==> src/rtl/pq_sched.sv <==
// Round-robin enqueue scheduler and head-exposing consumer port for a shared
// shift-register priority queue, with power-up reset sequencing and drain-flush.
package pq_pkg;
    localparam int unsigned KEY_WIDTH = 8;
    localparam int unsigned VAL_WIDTH = 8;
endpackage

module pq_sched #(
    parameter int unsigned N_REQ = 4,
    parameter int unsigned DEPTH = 8,
    parameter int unsigned KW    = pq_pkg::KEY_WIDTH,
    parameter int unsigned VW    = pq_pkg::VAL_WIDTH
) (
    input  logic                             clk,
    input  logic                             rst,
    input  logic [N_REQ-1:0]                 req_valid,
    input  logic [N_REQ*(KW+VW)-1:0]         req_kv,
    output logic [N_REQ-1:0]                 req_ready,
    output logic                             out_valid,
    output logic [KW+VW-1:0]                 out_kv,
    input  logic                             out_ready,
    input  logic                             flush,
    output logic                             busy,
    output logic [$clog2(DEPTH+1)-1:0]       occ,
    output logic                             err,
    output logic                             pq_rst,
    output logic                             pq_enq,
    output logic                             pq_deq,
    output logic [KW+VW-1:0]                 pq_kvi,
    input  logic [KW+VW-1:0]                 pq_kvo,
    input  logic                             pq_empty,
    input  logic                             pq_full
);

    localparam int unsigned EW = KW + VW;
    localparam int unsigned OW = $clog2(DEPTH + 1);
    localparam int unsigned PW = $clog2(N_REQ);

    typedef enum logic [1:0] {
        S_INIT  = 2'd0,
        S_RUN   = 2'd1,
        S_FLUSH = 2'd2
    } state_t;

    state_t          r_state;
    state_t          w_state_nxt;
    logic            r_init_cnt;
    logic [PW-1:0]   r_rr;
    logic [OW-1:0]   r_occ;
    logic            r_err;

    logic [EW-1:0]   w_kv [N_REQ];
    logic            w_win_found;
    logic [PW-1:0]   w_win_idx;
    logic [PW-1:0]   w_cand;
    logic            w_head_ok;
    logic            w_take;
    logic            w_enq_ok;

    // Unpack the flat requester bus into per-requester entries.
    for (genvar g = 0; g < int'(N_REQ); g++) begin : g_unpack
        assign w_kv[g] = req_kv[g*EW +: EW];
    end

    // Cyclic search from r_rr; walking backwards leaves the nearest requester last.
    always_comb begin
        w_win_found = 1'b0;
        w_win_idx   = '0;
        w_cand      = '0;
        for (int k = int'(N_REQ) - 1; k >= 0; k--) begin
            w_cand = PW'((int'(r_rr) + k) % int'(N_REQ));
            if (req_valid[w_cand]) begin
                w_win_found = 1'b1;
                w_win_idx   = w_cand;
            end
        end
    end

    assign w_head_ok = !pq_empty && !flush;
    assign w_take    = w_head_ok && out_ready;
    assign w_enq_ok  = !flush && (!pq_full || w_take);

    // Next state and queue/handshake controls.
    always_comb begin
        w_state_nxt = r_state;
        pq_rst      = 1'b0;
        pq_enq      = 1'b0;
        pq_deq      = 1'b0;
        req_ready   = '0;
        out_valid   = 1'b0;
        busy        = 1'b0;
        case (r_state)
            S_INIT: begin
                pq_rst = 1'b1;
                busy   = 1'b1;
                if (r_init_cnt) begin
                    w_state_nxt = S_RUN;
                end
            end
            S_RUN: begin
                out_valid = w_head_ok;
                pq_deq    = w_take;
                if (w_enq_ok && w_win_found) begin
                    req_ready = N_REQ'(1) << w_win_idx;
                    pq_enq    = 1'b1;
                end
                if (flush) begin
                    w_state_nxt = S_FLUSH;
                end
            end
            S_FLUSH: begin
                busy   = 1'b1;
                pq_deq = !pq_empty;
                if (pq_empty && (r_occ == '0)) begin
                    w_state_nxt = S_RUN;
                end
            end
            default: begin
                w_state_nxt = S_INIT;
                pq_rst      = 1'b1;
                busy        = 1'b1;
            end
        endcase
    end

    assign pq_kvi = w_kv[w_win_idx];
    assign out_kv = pq_kvo;
    assign occ    = r_occ;
    assign err    = r_err;

    always_ff @(posedge clk or negedge rst) begin
        if (!rst) begin
            r_state    <= S_INIT;
            r_init_cnt <= 1'b0;
        end else begin
            r_state    <= w_state_nxt;
            r_init_cnt <= (r_state == S_INIT) ? (r_init_cnt + 1'b1) : 1'b0;
        end
    end

    always_ff @(posedge clk or negedge rst) begin
        if (!rst) begin
            r_rr <= '0;
        end else if (pq_enq) begin
            r_rr <= (w_win_idx == PW'(N_REQ - 1)) ? '0 : (w_win_idx + PW'(1));
        end
    end

    // Occupancy tracking; a step past 0 or DEPTH leaves occ alone and flags err.
    always_ff @(posedge clk or negedge rst) begin
        if (!rst) begin
            r_occ <= '0;
            r_err <= 1'b0;
        end else begin
            case ({pq_enq, pq_deq})
                2'b10: begin
                    if (r_occ == OW'(DEPTH)) r_err <= 1'b1;
                    else                     r_occ <= r_occ + OW'(1);
                end
                2'b01: begin
                    if (r_occ == '0) r_err <= 1'b1;
                    else             r_occ <= r_occ - OW'(1);
                end
                default: ;
            endcase
            if ((r_state != S_INIT) &&
                ((pq_full != (r_occ == OW'(DEPTH))) || (pq_empty != (r_occ == '0)))) begin
                r_err <= 1'b1;
            end
        end
    end

endmodule
==> config.mk <==
export PLATFORM = sky130hd
export DESIGN_NAME = pq_sched
export DESIGN_NICKNAME = d
export VERILOG_FILES = /design/src/rtl/pq_sched.sv
export SDC_FILE = /design/constraint.sdc
export NUM_CORES = 1
export LEC_CHECK = 0
export CAP_MARGIN = 40
export CORE_MARGIN = 10
export CORE_UTILIZATION = 28
export DETAILED_ROUTE_END_ITERATION = 10
export GPL_ROUTABILITY_DRIVEN = 1
export GPL_TIMING_DRIVEN = 0
export PLACE_DENSITY = 0.79
export SLEW_MARGIN = 20
export SYNTH_ARGS = -nofsm -noshare
export SYNTH_HDL_FRONTEND = slang
export SYNTH_SLANG_ARGS = --single-unit
==> constraint.sdc <==
create_clock -name clk -period 2.5 [get_ports clk]
set_input_delay 0.5 -clock clk [delete_from_list [all_inputs] [get_ports clk]]
set_output_delay 0.5 -clock clk [all_outputs]
set_load 0.005 [all_outputs]
=== Word-level counts from Yosys, hierarchy flattened ===
Index checks and enable logic that the tools add are counted.

* Flip-flop bits (word level): 10
* Input bits: 90
* Output and inout bits: 46
* Word-level logic and storage cells: 94

* Add/sub/neg operators: 7
* Magnitude comparators: 5
* Equal/unequal tests: 15
* Shift operators: 1
* Mux-type cells: 40
* Bitwise logic cells: 1
* Reduce and logical (&&, ||, !) cells: 20

{| class="wikitable"
|+ Operators with widths
! kind !! count
|-
| binary-select mux 16 bit (select 2 bit) || 1
|-
| two-way mux 16 bit || 2
|-
| two-way mux 1 bit || 17
|-
| two-way mux 2 bit || 8
|-
| two-way mux 4 bit || 4
|-
| < comparator 2 x 3 -> 1 bit (second input constant) || 4
|-
| inequality test 2 bit (second input constant) || 5
|-
| AND reduction 3 bit || 3
|-
| binary-select mux 1 bit (select 2 bit) || 4
|-
| case mux 4 bit (2 select lines) || 1
|-
| == test 2 bit (second input constant) || 3
|-
| logical AND 1 bit || 6
|-
| inequality test 3 bit (second input constant) || 2
|-
| case mux 2 bit (3 select lines) || 1
|-
| adder 2 x 1 -> 2 bit (second input constant) || 2
|-
| adder 2 bit (second input constant) || 2
|-
| adder 4 x 1 -> 4 bit (second input constant) || 1
|-
| == test 2 x 1 -> 1 bit (second input constant) || 2
|-
| == test 4 bit (second input constant) || 1
|-
| zero test 4 bit || 1
|-
| case mux 1 bit (2 select lines) || 2
|-
| nonzero test 2 bit || 2
|-
| left shift 1 x 2 -> 4 bit (first input constant) || 1
|-
| subtractor 4 x 1 -> 4 bit (second input constant) || 1
|-
| other kinds (9) || 13
|}

=== Logic depth before layout (Yosys ltp) ===
* Depth after elaboration: 13
* Gate-level depth with buffers: 13
* Gate-level depth less buffers: 13

=== Worst setup path before layout ===
OpenSTA, ideal clock, no wires.

* Kind: flip-flop to flip-flop
* Start: register r_state[1]
* End: register r_occ[3] (netlist: occ[3])
* Library setup time: 125 ps
* Arrival: 2478 ps
* Data required time: 2375 ps
* Path slack: -104 ps
* Stages on the path, launching flop included: 14
* Path buffers: 0
* Clock period less this slack: 2604 ps
* Path through: dfrtp_1 > inv_1 > ha_1 > nor2b_1 > o41ai_1 > a21oi_2 > inv_1 > ha_1 > ha_1 > a21o_1 > a21oi_1 > xnor2_1 > nand2_1 > xnor2_1

* Cells in the longest elaborated chain, start to end: 5
* Elaborated cells between the ends (all ways): 11
* Those cells by class: 6 x eq/ne; 3 x mux; 2 x reduce/logical

{| class="wikitable"
|+ Ends and longest elaborated chain
! item !! RTL line !! RTL
|-
| from (decl) || 45 || <nowiki>state_t r_state;</nowiki>
|-
| from (signal assigned) || 136 || <nowiki>r_state <= w_state_nxt;</nowiki>
|-
| == test 2 x 1 -> 1 bit (*) || 92 || <nowiki>case (r_state)</nowiki>
|-
| two-way mux 1 bit (*) || 92 ||
|-
| named net pq_enq || 27 || <nowiki>output logic pq_enq,</nowiki>
|-
| == test 2 bit or == test 2 x 1 -> 1 bit (tied branches) || 155 || <nowiki>case ({pq_enq, pq_deq})</nowiki>
|-
| inequality test 2 bit (no source line) or nonzero test 2 bit (tied branches) || - ||
|-
| AND reduction 3 bit (no source line) || - ||
|-
| to (signal assigned) || 158 || <nowiki>else r_occ <= r_occ + OW'(1);</nowiki>
|-
| to (signal assigned) || 162 || <nowiki>else r_occ <= r_occ - OW'(1);</nowiki>
|-
| to (decl) || 49 || <nowiki>logic [OW-1:0] r_occ;</nowiki>
|}

Mark *: on every way through the listed nets, which the timed path passes. The rest lies on a longest branch.
A chain may end at the register's enable or synchronous reset.

=== Worst setup path after layout ===
* Start: input port pq_empty
* End: output port pq_enq

* Cells in the longest elaborated chain, start to end: 8

{| class="wikitable"
|+ Ends and longest elaborated chain
! item !! RTL line !! RTL
|-
| from (decl) || 31 || <nowiki>input logic pq_empty,</nowiki>
|-
| zero test 1 bit || 79 || <nowiki>assign w_head_ok = !pq_empty && !flush;</nowiki>
|-
| logical AND 1 bit || 79 ||
|-
| logical AND 1 bit || 80 || <nowiki>assign w_take = w_head_ok && out_ready;</nowiki>
|-
| logical OR 1 bit || 81 || <nowiki>assign w_enq_ok = !flush && (!pq_full || w_take);</nowiki>
|-
| logical AND 1 bit || 81 ||
|-
| logical AND 1 bit || 103 || <nowiki>if (w_enq_ok && w_win_found) begin</nowiki>
|-
| two-way mux 1 bit || 103 ||
|-
| two-way mux 1 bit || 92 ||
|-
| to (decl) || 27 ||
|}

Every way passes these cells.

==> flow_metrics.tcl <==
set metrics [dict create \
    cts_tree "built" \
    fin_util_pct 58.7 \
    grt_overflow 0 \
    synthMuxAreaShare_pct 34.3 \
    power_w 0.00226 \
    max_freq_ghz 0.404 \
    hp-start "r_init_cnt$_DFF_PN0_" \
    final_cell_area_um2 3020 \
    port_buffers 119 \
    setup_viol 0 \
    slew_headroom_pct 69.2 \
    whs_path_depth 1 \
    drv_cap 0 \
    crit_path_max_fanout 4 \
    yosysSeqAreaShare_pct 16.8 \
    io_pins 136 \
    syn-num-nets 260 \
    power.leakage_nw 1.39 \
    critPathRequiredTime_ns 2.00 \
    nets 403 \
    path_clk_slew_ns 0.05 \
    synth_area_um2 1490 \
    ff2ff_path_depth 10 \
    cts_htree_levels 1 \
    hpwl_mm 4.99 \
    tns_ns 0 \
    status "finished, final reports clean" \
    synth_edf_count 0 \
    synth_ff_type "dfrtp_1" \
    slew_viol_final 0 \
    rr_endpoint "occ[1]$_DFFE_PN0P_" \
    placementRows 26 \
    firstDrtPassIters 4 \
    ctsRootBufferMaster "clkbuf_8" \
    hold_violations 0 \
    num_vias 1631 \
    grt_pass1_wl_mm 9.16 \
    finalCritPeriodShare_pct 99.0 \
    min_to "r_init_cnt$_DFF_PN0_" \
    num_antenna_cells 0 \
    worst_pin_slew_ns 0.460 \
    synth_seq_cells 10 \
    routed_wl_mm 6.22 \
    netlist.area_leader.share_pct 32.8 \
    rsz0062_at_grt "yes" \
    synth_fa_ha_area_share_pct 12.2 \
    fin_skew_ns 0.00420 \
    crit_chain "clkdlybuf4s50_1 > nand2b_1 > a21oi_4 > buf_4 > clkdlybuf4s50_1" \
    layout_setup_ws_ns 0.0249 \
    track_usage_pct 13.1 \
    ys_types 30 \
    end_kind "output port" \
    grt_pass1_vias 1762 \
    fin_crit_ns 2.48 \
    cp_data_arrival_time_ns 1.98 \
    grt_max_degree 11 \
    synth_top_area_cell "mux2i_1" \
    clock_path_buffers 2 \
    drtIter0Drc 9 \
    crit_path_start_kind "input port" \
    slowest_delay_ns 0.50 \
    grt_antenna_before_repair 0 \
    worstSetupPathType "input port to output port" \
    synthMostInstantiatedCell "mux2i_1" \
    die_h_um 93.0 \
    drive_gt1_share_pct 28.6 \
    reg2reg_slack_ns 0.09 \
    min_path_type "register to register" \
    yosys_warnings 0 \
    cp_common_cell "clkdlybuf4s50_1" \
    yosys-top-cells-count "mux2i_1, buf_4, ha_1" \
    critPathSlowestCell "clkdlybuf4s50_1" \
    gp_congestion 0.773 \
    synth_top_family_by_area "multiplexers" \
    synth-compound-area-share_pct 8.88 \
    cts_sinks 10 \
    cts_buffers 3 \
    die-area_um2 8660 \
    synth.area.top_cells "mux2i_1, dfrtp_1, ha_1" \
    start_util_pct 29.1 \
    dpl_cell_area_um2 2790 \
    r2r-start "r_state[1]$_DFFE_PN0P_" \
    async_flop_share_pct 100 \
    syn2layout_area_growth_pct 102 \
    vdd_drop_max_v 0.000390 \
    syn_inst 156 \
    fp.coreArea_um2 5140 \
    synth_xor_area_share_pct 2.93 \
    synthSimpleGateAreaFrac_pct 8.12 \
    pre_cts_ws_ns -0.746 \
    fp.dieW_um 93.0 \
    ant_nets 0 \
    route.detailed.drc 0 \
    insertion_delay_ns 0.23 \
    viasPerCell 4.44 \
    fill_cells 487 \
    powerDensity_nw_per_um2 748 \
    wl_per_cell_um 17.0 \
    synth_area_per_cell_um2 9.58 \
]
-- area by class of cell --
cell class / count / area, um2 / share of cell area, %
Buffer: 20 / 191 / 6.34
Clock buffer: 3 / 41.3 / 1.37
Inverter: 12 / 47.5 / 1.58
Multi-Input combinational cell: 112 / 1100 / 36.6
Sequential cell: 10 / 250 / 8.29
Tap cell: 70 / 87.6 / 2.90
Timing Repair Buffer: 140 / 1300 / 43.0
-- layout by cell type, fill, tap and decap left out, types with 2 or more instances in the layout --
cell / Yosys / final
clkdlybuf4s50_1: 0 / 93
mux2i_1: 49 / 48
buf_4: 17 / 31
clkbuf_2: 0 / 14
inv_1: 12 / 10
dfrtp_1: 10 / 10
ha_1: 13 / 8
buf_2: 0 / 6
a21oi_1: 7 / 5
ha_4: 0 / 5
buf_12: 2 / 4
nor2_1: 4 / 4
buf_6: 2 / 4
and2_1: 4 / 4
nor3_1: 4 / 4
xnor2_1: 4 / 4
a21oi_2: 2 / 3
nand2_1: 3 / 3
clkbuf_8: 0 / 3
dlygate4sd2_1: 0 / 3
clkdlybuf4s15_1: 0 / 3
a21o_1: 2 / 2
nor2b_1: 4 / 2
mux2_2: 2 / 2
o21ai_0: 2 / 2
-- critical path: cells and delay by family --
family,cells,cell delay [ns]
AO/OA/AOI/OAI,1,0.18
buffers and inverters,3,1.10
AND/OR/NAND/NOR,1,0.20
-- flip-flops by register name, summed over array words and instances, names as in the netlist --
signal,count
err,1
occ,4
r_rr,2
r_state,2
r_init_cnt,1
-- how the worst max path moves through the flow --
stage                      startpoint                 end  slack (ns)
2_1_floorplan  r_state[1]$_DFFE_PN0P_  occ[3]$_DFFE_PN0P_       0.004
3_3_place_gp             req_valid[1]        req_ready[0]       -0.74
3_5_place_dp             req_valid[0]        req_ready[2]       -0.75
4_1_cts           r_rr[1]$_DFFE_PN0P_          pq_kvi[13]       0.001
5_1_grt        r_state[1]$_DFFE_PN0P_              pq_enq       -0.06
6_report                     pq_empty              pq_enq        0.02
-- stage by stage --
stage / cells / hold slack, ns
5_1_grt: 367 / 0.447
4_1_cts: 366 / 0.420
3_5_place_dp: 345 / 0.414
3_3_place_gp: 345 / 0.404
6_report: 367 / 0.413
2_1_floorplan: 156 / 0.204
-- what timing repair did --
| action | CTS | global route |
|---|---|---|
| setup endpoints to repair | 25 | 23 |
| hold buffers | 0 | 0 |
| gates cloned | 1 | 0 |
| buffers inserted | 17 | 3 |
| pin swaps | 5 | 7 |
| gates resized for setup | 70 | 32 |
-- power by group --
part | switching (W) | internal (W)
combinational | 0.000702 | 0.00105
sequential | 0.000108 | 0.000237
clock | 0.0000552 | 0.000105
total | 0.000865 | 0.00139
-- kinds of logic (layout without fill, tap and decap cells) --
family / after synthesis / in the layout
buf+inv: 34 / 175
fa+ha+maj: 14 / 14
compound gates: 20 / 20
flops: 10 / 10
xor+xnor: 5 / 5
mux: 51 / 51
simple gates: 22 / 22
-- per-layer routing --
layer / up-vias / GRT usage [%] / routed length, um
met1: 759 / 13.4 / 2280
li1: 811 / - / -
met3: 4 / 4.00 / 359
met5: - / 0 / 0
met4: 0 / 2.70 / 51
met2: 57 / 25.3 / 3530
Power figures use the tool's default switching activity.
